<file path="config.mk">
export PLATFORM = sky130hd
export DESIGN_NAME = serial_101_framer_tx
export DESIGN_NICKNAME = d
export VERILOG_FILES = /design/src/rtl/serial_101_pkg.sv /design/src/rtl/serial_101_framer_tx_bit_tick_gen.sv /design/src/rtl/serial_101_framer_tx.sv
export SDC_FILE = /design/constraint.sdc
export NUM_CORES = 1
export LEC_CHECK = 0
export BUFFER_PORTS_ARGS = -buffer_cell sky130_fd_sc_hd__buf_2
export CAP_MARGIN = 20
export CELL_PAD_IN_SITES_DETAIL_PLACEMENT = 2
export CELL_PAD_IN_SITES_GLOBAL_PLACEMENT = 2
export CORE_UTILIZATION = 30
export DETAILED_ROUTE_END_ITERATION = 7
export PLACE_DENSITY_LB_ADDON = 0.1
export SLEW_MARGIN = 40
export SYNTH_ARGS = -nofsm -noshare
export SYNTH_HDL_FRONTEND = slang
export SYNTH_SLANG_ARGS = --single-unit
</file>
<file path="constraint.sdc">
create_clock -name clk -period 1.7 [get_ports clk]
set_input_delay 0.17 -clock clk [delete_from_list [all_inputs] [get_ports clk]]
set_output_delay 0.17 -clock clk [all_outputs]
set_load 0.02 [all_outputs]
</file>
<file path="src/rtl/serial_101_pkg.sv">
// Definitions shared by both ends of the 101 serial link so the transmitter
// and the detector agree on the frame states and the preamble pattern.
package serial_101_pkg;

  typedef enum logic [1:0] {
    IDLE = 2'd0,
    PRE  = 2'd1,
    DATA = 2'd2,
    GAP  = 2'd3
  } state_t;

  localparam int PRE_LEN = 3;
  localparam logic [PRE_LEN-1:0] PREAMBLE = 3'b101;

  function automatic int max3(input int a, input int b, input int c);
    int m;
    m = (a > b) ? a : b;
    return (m > c) ? m : c;
  endfunction

  // Preamble bit sent at position idx (0 = first on the line); 0 outside the preamble.
  function automatic logic preamble_bit(input int unsigned idx);
    logic [PRE_LEN-1:0] sh;
    sh = PREAMBLE >> (PRE_LEN - 1 - idx);
    return (idx < PRE_LEN) ? sh[0] : 1'b0;
  endfunction

endpackage

</file>
<file path="src/rtl/serial_101_framer_tx_bit_tick_gen.sv">
// Bit-period divider: bit_end marks the last clk of each BIT_DIV-clk serial bit.
// Cleared on accept so every frame starts at the beginning of a bit period.
module bit_tick_gen #(
  parameter int BIT_DIV = 1
) (
  input  logic clk,
  input  logic reset_n,
  input  logic clear,
  output logic bit_end
);

  localparam int CNT_W = (BIT_DIV > 1) ? $clog2(BIT_DIV) : 1;

  logic [CNT_W-1:0] div_cnt_reg;

  assign bit_end = (div_cnt_reg == CNT_W'(BIT_DIV - 1));

  always_ff @(posedge clk or negedge reset_n) begin
    if (!reset_n) begin
      div_cnt_reg <= '0;
    end else if (clear || bit_end) begin
      div_cnt_reg <= '0;
    end else begin
      div_cnt_reg <= div_cnt_reg + CNT_W'(1);
    end
  end

endmodule

</file>
<file path="src/rtl/serial_101_framer_tx.sv">
// Serial frame transmitter: accepts a word on valid/ready and sends
// preamble 1,0,1, the payload MSB first, then GAP_BITS zeros on x.
module serial_101_framer_tx
  import serial_101_pkg::*;
#(
  parameter int DATA_W   = 8,
  parameter int BIT_DIV  = 1,
  parameter int GAP_BITS = 2
) (
  input  logic              clk,
  input  logic              reset_n,
  input  logic [DATA_W-1:0] data_in,
  input  logic              data_valid,
  output logic              data_ready,
  output logic              x,
  output logic              x_strobe,
  output logic              busy
);

  localparam int IDX_W = $clog2(max3(PRE_LEN, DATA_W, GAP_BITS) + 1);

  state_t            state_reg, state_next;
  logic [IDX_W-1:0]  bit_idx_reg, bit_idx_next;
  logic [DATA_W-1:0] data_sr_reg, data_sr_next;
  logic              x_reg, x_next;
  logic              x_strobe_reg, x_strobe_next;
  logic              ready_armed_reg;
  logic              bit_end;
  logic              accept;

  assign data_ready = (state_reg == IDLE) && ready_armed_reg;
  assign busy       = (state_reg != IDLE);
  assign accept     = data_valid && data_ready;
  assign x          = x_reg;
  assign x_strobe   = x_strobe_reg;

  bit_tick_gen #(.BIT_DIV(BIT_DIV)) u_tick (
    .clk     (clk),
    .reset_n (reset_n),
    .clear   (accept),
    .bit_end (bit_end)
  );

  // Holds data_ready low until the first edge after reset release.
  always_ff @(posedge clk or negedge reset_n) begin
    if (!reset_n) ready_armed_reg <= 1'b0;
    else          ready_armed_reg <= 1'b1;
  end

  always_ff @(posedge clk or negedge reset_n) begin
    if (!reset_n) begin
      state_reg    <= IDLE;
      bit_idx_reg  <= '0;
      data_sr_reg  <= '0;
      x_reg        <= 1'b0;
      x_strobe_reg <= 1'b0;
    end else begin
      state_reg    <= state_next;
      bit_idx_reg  <= bit_idx_next;
      data_sr_reg  <= data_sr_next;
      x_reg        <= x_next;
      x_strobe_reg <= x_strobe_next;
    end
  end

  always_comb begin
    state_next   = state_reg;
    bit_idx_next = bit_idx_reg;
    data_sr_next = data_sr_reg;
    case (state_reg)
      IDLE: begin
        if (accept) begin
          state_next   = PRE;
          bit_idx_next = '0;
          data_sr_next = data_in;
        end
      end
      PRE: begin
        if (bit_end) begin
          if (bit_idx_reg == IDX_W'(PRE_LEN - 1)) begin
            state_next   = DATA;
            bit_idx_next = '0;
          end else begin
            bit_idx_next = bit_idx_reg + IDX_W'(1);
          end
        end
      end
      DATA: begin
        if (bit_end) begin
          data_sr_next = data_sr_reg << 1;
          if (bit_idx_reg == IDX_W'(DATA_W - 1)) begin
            state_next   = (GAP_BITS == 0) ? IDLE : GAP;
            bit_idx_next = '0;
          end else begin
            bit_idx_next = bit_idx_reg + IDX_W'(1);
          end
        end
      end
      default: begin
        if (bit_end) begin
          if (bit_idx_reg == IDX_W'(GAP_BITS - 1)) begin
            state_next   = IDLE;
            bit_idx_next = '0;
          end else begin
            bit_idx_next = bit_idx_reg + IDX_W'(1);
          end
        end
      end
    endcase
  end

  // x and x_strobe are decoded from the next state so the registered outputs
  // line up with the state they describe; a bit starts on accept or after bit_end.
  always_comb begin
    x_next        = 1'b0;
    x_strobe_next = 1'b0;
    case (state_next)
      PRE: begin
        x_next        = preamble_bit(int'(bit_idx_next));
        x_strobe_next = accept || bit_end;
      end
      DATA: begin
        x_next        = data_sr_next[DATA_W-1];
        x_strobe_next = bit_end;
      end
      default: begin
        x_next        = 1'b0;
        x_strobe_next = 1'b0;
      end
    endcase
  end

endmodule

</file>
==> impl_results.md, run 1 <==
- TritonCTS clock tree: done
- Yosys reg bits: 18
- Filler Cell Count: ~360
- Post-route cell area: 1768 sq um
- # IOs: 15
- Netlist cell types: 42
- Most common cell in the netlist: dfrtp_1
- Final Power: ~0.0034 W
- DRT Wirelength: between 4 and 5 mm
- Vias/cell: just over 5
- Cells after Synth: ~120
- Fin Clk Skew: between 0.015 and 0.02 ns
- Mean routed wirelength per cell: ~22 um
- Final min period: ~2.1 ns
- Crit path kind: reg -> reg
- Max transition margin: 66.09%
- Max-cap viol count: 0
- Leakage: a little over 0.8 nW
- Grt total ovfl: 0
- Via count: around 1100
- Antenna viol nets, final: 0
- Number of flip-flops under the largest register name: 8
- Mean post-synth cell area: about 9.2 sq um
- CTS clk-pin slew, worst paths: ~0.12 ns
- Status: finished with violations
- Synth async-reset ratio: 100.0%
- Post-synth EDFFs: 0
- Synth top area share: a little over two fifths
- Starting DRT DRC Count: 45
- Most frequent cells after synthesis: 18 x dfrtp_1, 16 x nand2_1, 9 x inv_1, 8 x a22oi_1
- Crit path required time: approximately 1.9 ns
- Failing checks: setup timing
- Die area: a little under 4000 sq um
- RSZ-0062 raised after global routing: true
- Tcrit/Tclk final: 121.6%
- HP Class: in -> reg
- Diode count: 0
- Warnings, synthesis: 0
- Root buffer cell: clkbuf_4
- Ys flop type: dfrtp_1
- Post-DP Area: 1431 sq um
- Crit path max fanout: 4
- Row count: 21
- Initial antenna violation count: 0
- Final nets: ~190
- Seq/Total Area, Yosys: between 40% and 50%
- H-tree Lvls: 1
- Drc violations: 0
- DP Wirelength: ~2.8 mm
- Final Hold Fails: 0
- Max clock buf depth: 2
- Share of cells above drive strength 1: a little under three fifths
- Vias in the first global route: approximately 1300
- Setup ws final: -0.3680 ns
- Port buffer count: 14
- First-pass GRT wire length: 6.713 mm
- Final Setup Violations: 5
- Core ar.: 3390 sq um
- Worst skew pair latency: approximately 0.30 ns
- Mapped Area: between 1000 and 1500 sq um
- Pin count of the biggest net entering global routing: 19
- Die Y: 62.07 um
- Layout area overhead: 63.35%
- Post-synth net total: ~130
- 1st-pass router iterations: 4
- Ranking of synthesized cells by area: dfrtp_1 42%, ha_1 5.8%, a22oi_1 5.5%
- Total clock buffers created by CTS: 3
- Die X: 62.07 um
- Crit start category: flop
- Worst Path Arrival: about 2.2 ns
- Yosys top cell by area: dfrtp_1
- Power Density: around 1900 nW/um^2
- Pins Over Slew Limit: 0
- Worst-Margin Slew: a little over 0.5 ns
- Gr usage total: about a quarter
- Initial Util: between 30% and 40%
- CTS sink count: 18
- Peak supply drop: 0.6582 mV
- Maximum clock rate: ~480 MHz
- Worst setup EP type: flop
- GP Congestion: 0.8117
==> power by group <==
group | leakage [nW] | internal [W] | switching [W]
sequential | 0.220 | 0.000598 | 0.000212
combinational | 0.585 | 0.00117 | 0.00112
clock | 0.0210 | 0.000130 | 0.000142
total | 0.826 | 0.00190 | 0.00148
==> what timing repair did <==
item | in CTS | in global routing
endpoints found under the setup margin | 7 | 8
resized for setup | 32 | 22
endpoints found under the hold margin | 18 | 0
cloned | 0 | 0
pin swaps | 4 | 9
buffers inserted | 6 | 5
hold buffers | 1 | 0
==> final cells by class <==
cell class / instances / area (sq um) / area share (%)
timing repair buffer: 56 / 422.9 / 23.92
sequential: 18 / 455.4 / 25.76
inverter: 9 / 33.78 / 1.911
multi-input combinational: 85 / 762.0 / 43.10
tap: 46 / 57.56 / 3.255
clock buffer: 4 / 36.28 / 2.052
==> kinds of logic (layout without fill, tap and decap cells) <==
| kind of cell | after synthesis | in the layout | synth area share [%] |
|---|---|---|---|
| flip-flops | 18 | 18 | 41.62 |
| other | 2 | 2 | 0.6939 |
| adder cells (fa/ha/maj) | 5 | 5 | 5.780 |
| buffers and inverters | 15 | 69 | 6.705 |
| AO/OA/AOI/OAI | 30 | 30 | 20.00 |
| AND/OR/NAND/NOR | 48 | 48 | 25.20 |
==> worst max-delay path, cell delays in order (launching register included) <==
cell      delay [ns]
dfrtp_1         0.43
buf_4           0.17
ha_4            0.17
nand3b_1        0.15
nand2_2         0.11
a21o_1          0.23
ha_4            0.29
nand2b_4        0.12
a21oi_2         0.03
a41o_1          0.24
==> worst paths after layout <==
path                           startpoint             end  slack, ns  cells after the start
hold reg to reg            data_sr_reg[6]  data_sr_reg[6]       0.52                      2
setup reg to reg           bit_idx_reg[1]               x      -0.37                      9
max in group asynchronous         reset_n  bit_idx_reg[3]       1.05                      2
setup / recovery           bit_idx_reg[1]               x      -0.37                      9
hold / removal                 data_in[5]  data_sr_reg[5]        0.1                      3
min in group asynchronous         reset_n  data_sr_reg[4]       0.32                      2
==> per-layer routing <==
layer	global-route usage (%)	part of all wire, %	wire length (um)
met1	30.68	42	2052
met2	46.20	52	2539
met3	3.727	2.2	108
met4	8.254	2.9	139
met5	0	0	0
==> layout by cell type, fill, tap and decap left out, types with 2 or more instances in the layout <==
cell type  instances
a21oi_2            2
a21oi_4            2
inv_1              6
conb_1             2
nor2_1             4
clkbuf_4           3
ha_4               5
nand2b_1           2
buf_6              8
nand2_1           15
a22oi_1            7
buf_4             35
a21oi_1            3
and3_1             2
buf_2             12
dfrtp_1           14
nand3_1            2
dfrtp_2            4
inv_2              3
nor2_2             2
==> metrics by stage <==
stage          utilization (%)  hold slack (ns)  std cells  TNS, ns  setup WS (ns)
2_1_floorplan                -          -0.1256        118  -0.1596        -0.1201
3_3_place_gp             42.23           0.1230        203  -0.2886        -0.1646
3_5_place_dp             42.23           0.1248        203  -0.6284        -0.3215
4_1_cts                  48.47          0.08964        214  -0.4774        -0.2168
5_1_grt                  52.16           0.1027        218   -1.038        -0.4226
6_report                 52.16          0.09637        218  -0.6887        -0.3680
No activity file was read; power rests on OpenSTA's default activity.
==> run 2: changes to the inputs <==
Settings changed: REMOVE_ABC_BUFFERS from default to 1, SETUP_SLACK_MARGIN from default to 0.4, SLEW_MARGIN 40 to 20.
==> run 2 against run 1 <==
Net effect: the run still ends with setup timing left; fmax up 3.6%; utilization grew 6.8 points; global-route usage up 1.4 points; non-clock buffer count grew 14.
==> impl_results.md, run 2 (synthesized netlist as in run 1, its figures left out) <==
- Worst hold path depth: 2
- Max clock buf depth: 2
- Final nets: 203
- Die area: around 3900 sq um
- Final Core Density: between 50% and 60%
- CP Cell Sequence: nor3_1 -> buf_4 -> and3_1 -> o21a_2 -> inv_2 -> ha_4 -> nor2_2 -> nor2_1 -> a21oi_1 -> nor2_1
- Slowest cell on the critical path: dfrtp_1
- Initial Util: approximately a third
- Worst skew pair latency: 0.30 ns
- H-tree Lvls: 1
- Number of flip-flops under the largest register name: 8
- Final Power: slightly below 0.004 W
- DP Wirelength: 2.604 mm
- Pins Over Slew Limit: 0
- Via count: about 1200
- Drc violations: 0
- Worst Path Arrival: roughly 2.2 ns
- Die X: between 60 and 70 um
- Crit path kind: reg -> reg
- Leakage: 0.9178 nW
- Port buffer count: 14
- 1st-pass router iterations: 4
- Layout area overhead: 84.74%
- Vias in the first global route: around 1300
- Initial antenna violation count: 0
- Gr usage total: a little over a quarter
- Antenna viol nets, final: 0
- TritonCTS clock tree: done
- Vias/cell: 5.267
- Mean routed wirelength per cell: around 25 um
- Failing checks: setup timing
- Root buffer cell: clkbuf_4
- Commonest non-fill, non-tap cell in the layout: buf_4
- Grt total ovfl: 0
- Worst setup EP type: flop
- Diode count: 0
- Peak supply drop: approximately 0.81 mV
- Post-DP Area: approximately 1400 sq um
- Max transition margin: a little under three fifths
- Crit start category: flop
- CP peak stage delay: 0.43 ns
- Worst-Margin Slew: roughly 0.67 ns
- Final min period: 1.996 ns
- Final Setup Violations: 9
- Total clock buffers created by CTS: 3
- Final Hold Fails: 0
- Fin Clk Skew: about 0.0086 ns
- # IOs: 15
- Core ar.: approximately 3400 sq um
- Crit path max fanout: 4
- RSZ-0062 raised after global routing: true
- DRT Wirelength: ~5.9 mm
- Share of cells above drive strength 1: about two thirds
- Crit path top cell by count: nor2_1
- Pin count of the biggest net entering global routing: 19
- Setup ws final: -0.2961 ns
- First-pass GRT wire length: a little over 7 mm
- Max-cap viol count: 0
- Row count: 21
- Maximum clock rate: around 500 MHz
- Die Y: 62.07 um
- Most frequent cells in the layout: 33 x buf_4, 21 x buf_6, 15 x dfrtp_1
- Power Density: approximately 1900 nW/um^2
- Post-route cell area: 1999 sq um
- CTS sink count: 18
- HP Class: in -> reg
- CTS clk-pin slew, worst paths: approximately 0.12 ns
- Status: finished with violations
- Starting DRT DRC Count: 57
- GP Congestion: roughly 0.8
- R2R depth: 10
- Crit path required time: 1.90 ns
- Tcrit/Tclk final: 117.4%
-- run 2: cell count changes in the layout (fill, tap and decap cells not counted), sizes merged --
cell  delta
buf     +14
-- run 2: report_power, final --
group	internal (W)	switching, W
Sequential	0.000597	0.000193
Clock	0.000131	0.000146
Combinational	0.00142	0.00136
Total	0.00214	0.00170
-- run 2: worst paths after layout --
check | start | to | slack (ns)
setup / recovery | bit_idx_reg[2] | x_strobe | -0.30
hold / removal | data_in[0] | data_sr_reg[0] | 0.12
setup reg to reg | bit_idx_reg[2] | x_strobe | -0.30
hold reg to reg | data_sr_reg[0] | data_sr_reg[0] | 0.54
max in group asynchronous | reset_n | bit_idx_reg[0] | 1.00
min in group asynchronous | reset_n | data_sr_reg[1] | 0.37
-- run 2: worst max-delay path: cells and delay by family (launching register included) --
kind,cells,cell delay (ns)
and+or+nand+nor,5,0.64
AOI/OAI and AO/OA,2,0.39
adders and majority gates,1,0.17
buffers and inverters,2,0.26
DFF,1,0.43
-- run 2: metrics by stage --
step | hold slack [ns] | TNS (ns) | cells | setup slack (ns)
floorplan | -0.1256 | -0.4164 | 112 | -0.2763
finish | 0.1159 | -0.9129 | 232 | -0.2961
global placement | 0.1255 | -0.4390 | 197 | -0.2410
detailed placement | 0.1289 | -0.7616 | 197 | -0.3337
CTS | 0.1024 | -0.4323 | 222 | -0.2104
global route | 0.1186 | -1.468 | 232 | -0.4152
-- run 2: layout make-up --
cell class | instances | area (sq um)
Tap cell | 46 | 57.56
Fill cell | 329 | 1390
Sequential cell | 18 | 454.2
Inverter | 9 | 33.78
Multi-Input combinational cell | 85 | 818.3
Timing Repair Buffer | 70 | 599.3
Clock buffer | 4 | 36.28
-- run 2: layer usage --
metal	global-route usage (%)	share of wire, %	vias up
li1	-	-	554
met3	3.313	2.5	10
met4	9.524	2.1	0
met5	0	0	-
met2	52.74	56	27
met1	29.12	39	631
-- run 2: timing repair --
action	in CTS	in global routing
setup endpoints to repair	18	18
resized for setup	81	10
endpoints found under the hold margin	18	0
pin swaps	32	9
hold buffers	1	0
buffers inserted	20	10
==> run 3: changes to the inputs <==
Settings changed: BUFFER_PORTS_ARGS -buffer_cell sky130_fd_sc_hd__buf_2 to default, DONT_BUFFER_PORTS from default to 1.
Clock period 1.7 ns to 1.85 ns, I/O delays scaled along.
==> run 3 against run 2 <==
Net effect: the flow still finishes with violations (setup timing); clock skew increased by 0.0028 ns; clock-buffer cell count down 1; largest power group unchanged; clock power is 29% lower; highest routed layer unchanged; register-to-register slack improved by 0.13 ns.
==> impl_results.md, run 3 (synthesized netlist as in run 1, its figures left out) <==
- Row count: 21
- Tcrit/Tclk final: 108.9%
- Final Setup Violations: 3
- Number of flip-flops under the largest register name: 8
- Crit path top cell by count: ha_4
- Peak supply drop: 0.7801 mV
- DP Wirelength: 2.638 mm
- Layout area overhead: 70.75%
- CTS sink count: 18
- Final Core Density: a little over half
- Initial antenna violation count: 0
- Diode count: 0
- Drc violations: 0
- TritonCTS clock tree: done
- Max-cap viol count: 0
- Placed cell count: between 150 and 200
- Die Y: 62.07 um
- Core ar.: approximately 3400 sq um
- Commonest non-fill, non-tap cell in the layout: buf_4
- Leakage: just over 0.8 nW
- Worst skew pair latency: roughly 0.30 ns
- Pin count of the biggest net entering global routing: 19
- H-tree Lvls: 1
- Crit start category: flop
- Post-route cell area: approximately 1800 sq um
- Post-DP Area: roughly 1300 sq um
- DRT Wirelength: just under 5 mm
- Final nets: 183
- Hold path start: data_in[5]
- R2R Path Start: bit_idx_reg[0]
- Gr usage total: a little over a fifth
- Grt total ovfl: 0
- HP Class: in -> reg
- Root buffer cell: clkbuf_4
- Worst setup EP type: flop
- Share of cells above drive strength 1: a little over three fifths
- 1st-pass router iterations: 4
- Crit path kind: reg -> reg
- Filler Cell Count: between 300 and 400
- Starting DRT DRC Count: 24
- Worst hold path depth: 2
- Die area: 3852 sq um
- Worst Path Arrival: approximately 2.2 ns
- Hold endpoint: data_sr_reg[5]
- CP peak stage delay: roughly 0.48 ns
- Layout Cells excl Fill: 211
- Die X: 62.07 um
- Most frequent cells in the layout: 33 x buf_4, 14 x dfrtp_1, 12 x buf_6
- Antenna viol nets, final: 0
- Worst-Margin Slew: approximately 0.83 ns
- Vias/cell: 5.118
- Crit path from: bit_idx_reg[0]
- Final min period: just over 2 ns
- Port buffer count: 0
- CTS clk-pin slew, worst paths: around 0.11 ns
- Fin Clk Skew: approximately 0.011 ns
- Pre-CTS WS: -0.1812 ns
- Via count: 1080
- Crit path max fanout: 5
- Final Hold Fails: 0
- Pins Over Slew Limit: 0
- Initial Util: between 30% and 40%
- Crit path required time: about 2.0 ns
- Total clock buffers created by CTS: 3
- Power Density: 1805 nW/um^2
- Slowest cell on the critical path: dfrtp_2
- Max transition margin: 44.46%
- Max clock buf depth: 2
- Status: finished with violations
- RSZ-0062 raised after global routing: true
- Setup ws final: -0.1654 ns
- CP Cell Sequence: ha_4 -> nand3_4 -> nor4_4 -> buf_4 -> a21o_1 -> ha_4 -> nand2b_4 -> a21oi_2 -> a41o_1
- GP Congestion: just over 0.8
- First-pass GRT wire length: just under 6 mm
- Critical R2R Capture: x
- Maximum clock rate: 496.2 MHz
- # IOs: 15
- FF-to-FF setup slack: -0.17 ns
- Hold Slack: a little under 0.02 ns
- Mean routed wirelength per cell: about 23 um
- R2R depth: 9
- Vias in the first global route: between 1000 and 1500
- Failing checks: setup timing
-- run 3: cell types whose count changed in the layout (fill, tap and decap cells not counted), sizes merged --
| cell | delta |
|---|---|
| buf | -20 |
| clkbuf | -1 |
-- run 3: cell type report --
cell class / count / area [sq um] / area share [%]
multi-input cells: 85 / 818.3 / 44.28
repair buffers: 50 / 457.9 / 24.78
flip-flops and latches: 18 / 455.4 / 24.64
well taps: 46 / 57.56 / 3.114
inverters: 9 / 36.28 / 1.963
clock buffers: 3 / 22.52 / 1.219
-- run 3: critical path, delay by kind of cell (launching register included) --
family                   cells  cell delay [ns]
AND/OR/NAND/NOR              3             0.50
adder cells (fa/ha/maj)      2             0.35
buffers and inverters        1             0.18
AO/OA/AOI/OAI                3             0.39
flip-flops                   1             0.48
-- run 3: repair_timing --
item                       CTS  global route
hold buffers                 1             0
pin swaps                   12            14
buffers inserted             7            11
gates resized for setup     48            36
hold endpoints to repair    18             0
setup endpoints to repair   17            17
-- run 3: how the worst max path moves through the flow --
stage / slack (ns) / endpoint
floorplan: -0.13 / x
global placement: -0.06 / x
detailed placement: -0.18 / x
CTS: -0.07 / x
global route: -0.27 / x_strobe
finish: -0.17 / x
-- run 3: stage by stage --
step | power, W | setup TNS (ns)
2_1_floorplan | 0.001336 | -0.1263
3_3_place_gp | 0.001983 | -0.06269
3_5_place_dp | 0.002067 | -0.3487
4_1_cts | 0.002768 | -0.08615
5_1_grt | 0.003525 | -0.6548
6_report | 0.003335 | -0.3762
-- run 3: report_power, final --
part | switching [W] | internal [W]
logic | 0.00116 | 0.00124
registers | 0.000194 | 0.000551
clock network | 0.000120 | 0.0000758
-- run 3: metal layers --
layer,part of all wire [%],GRT usage (%)
met5,0,0
met4,2.6,7.619
met3,2.1,2.484
met2,53,41.95
met1,43,24.74
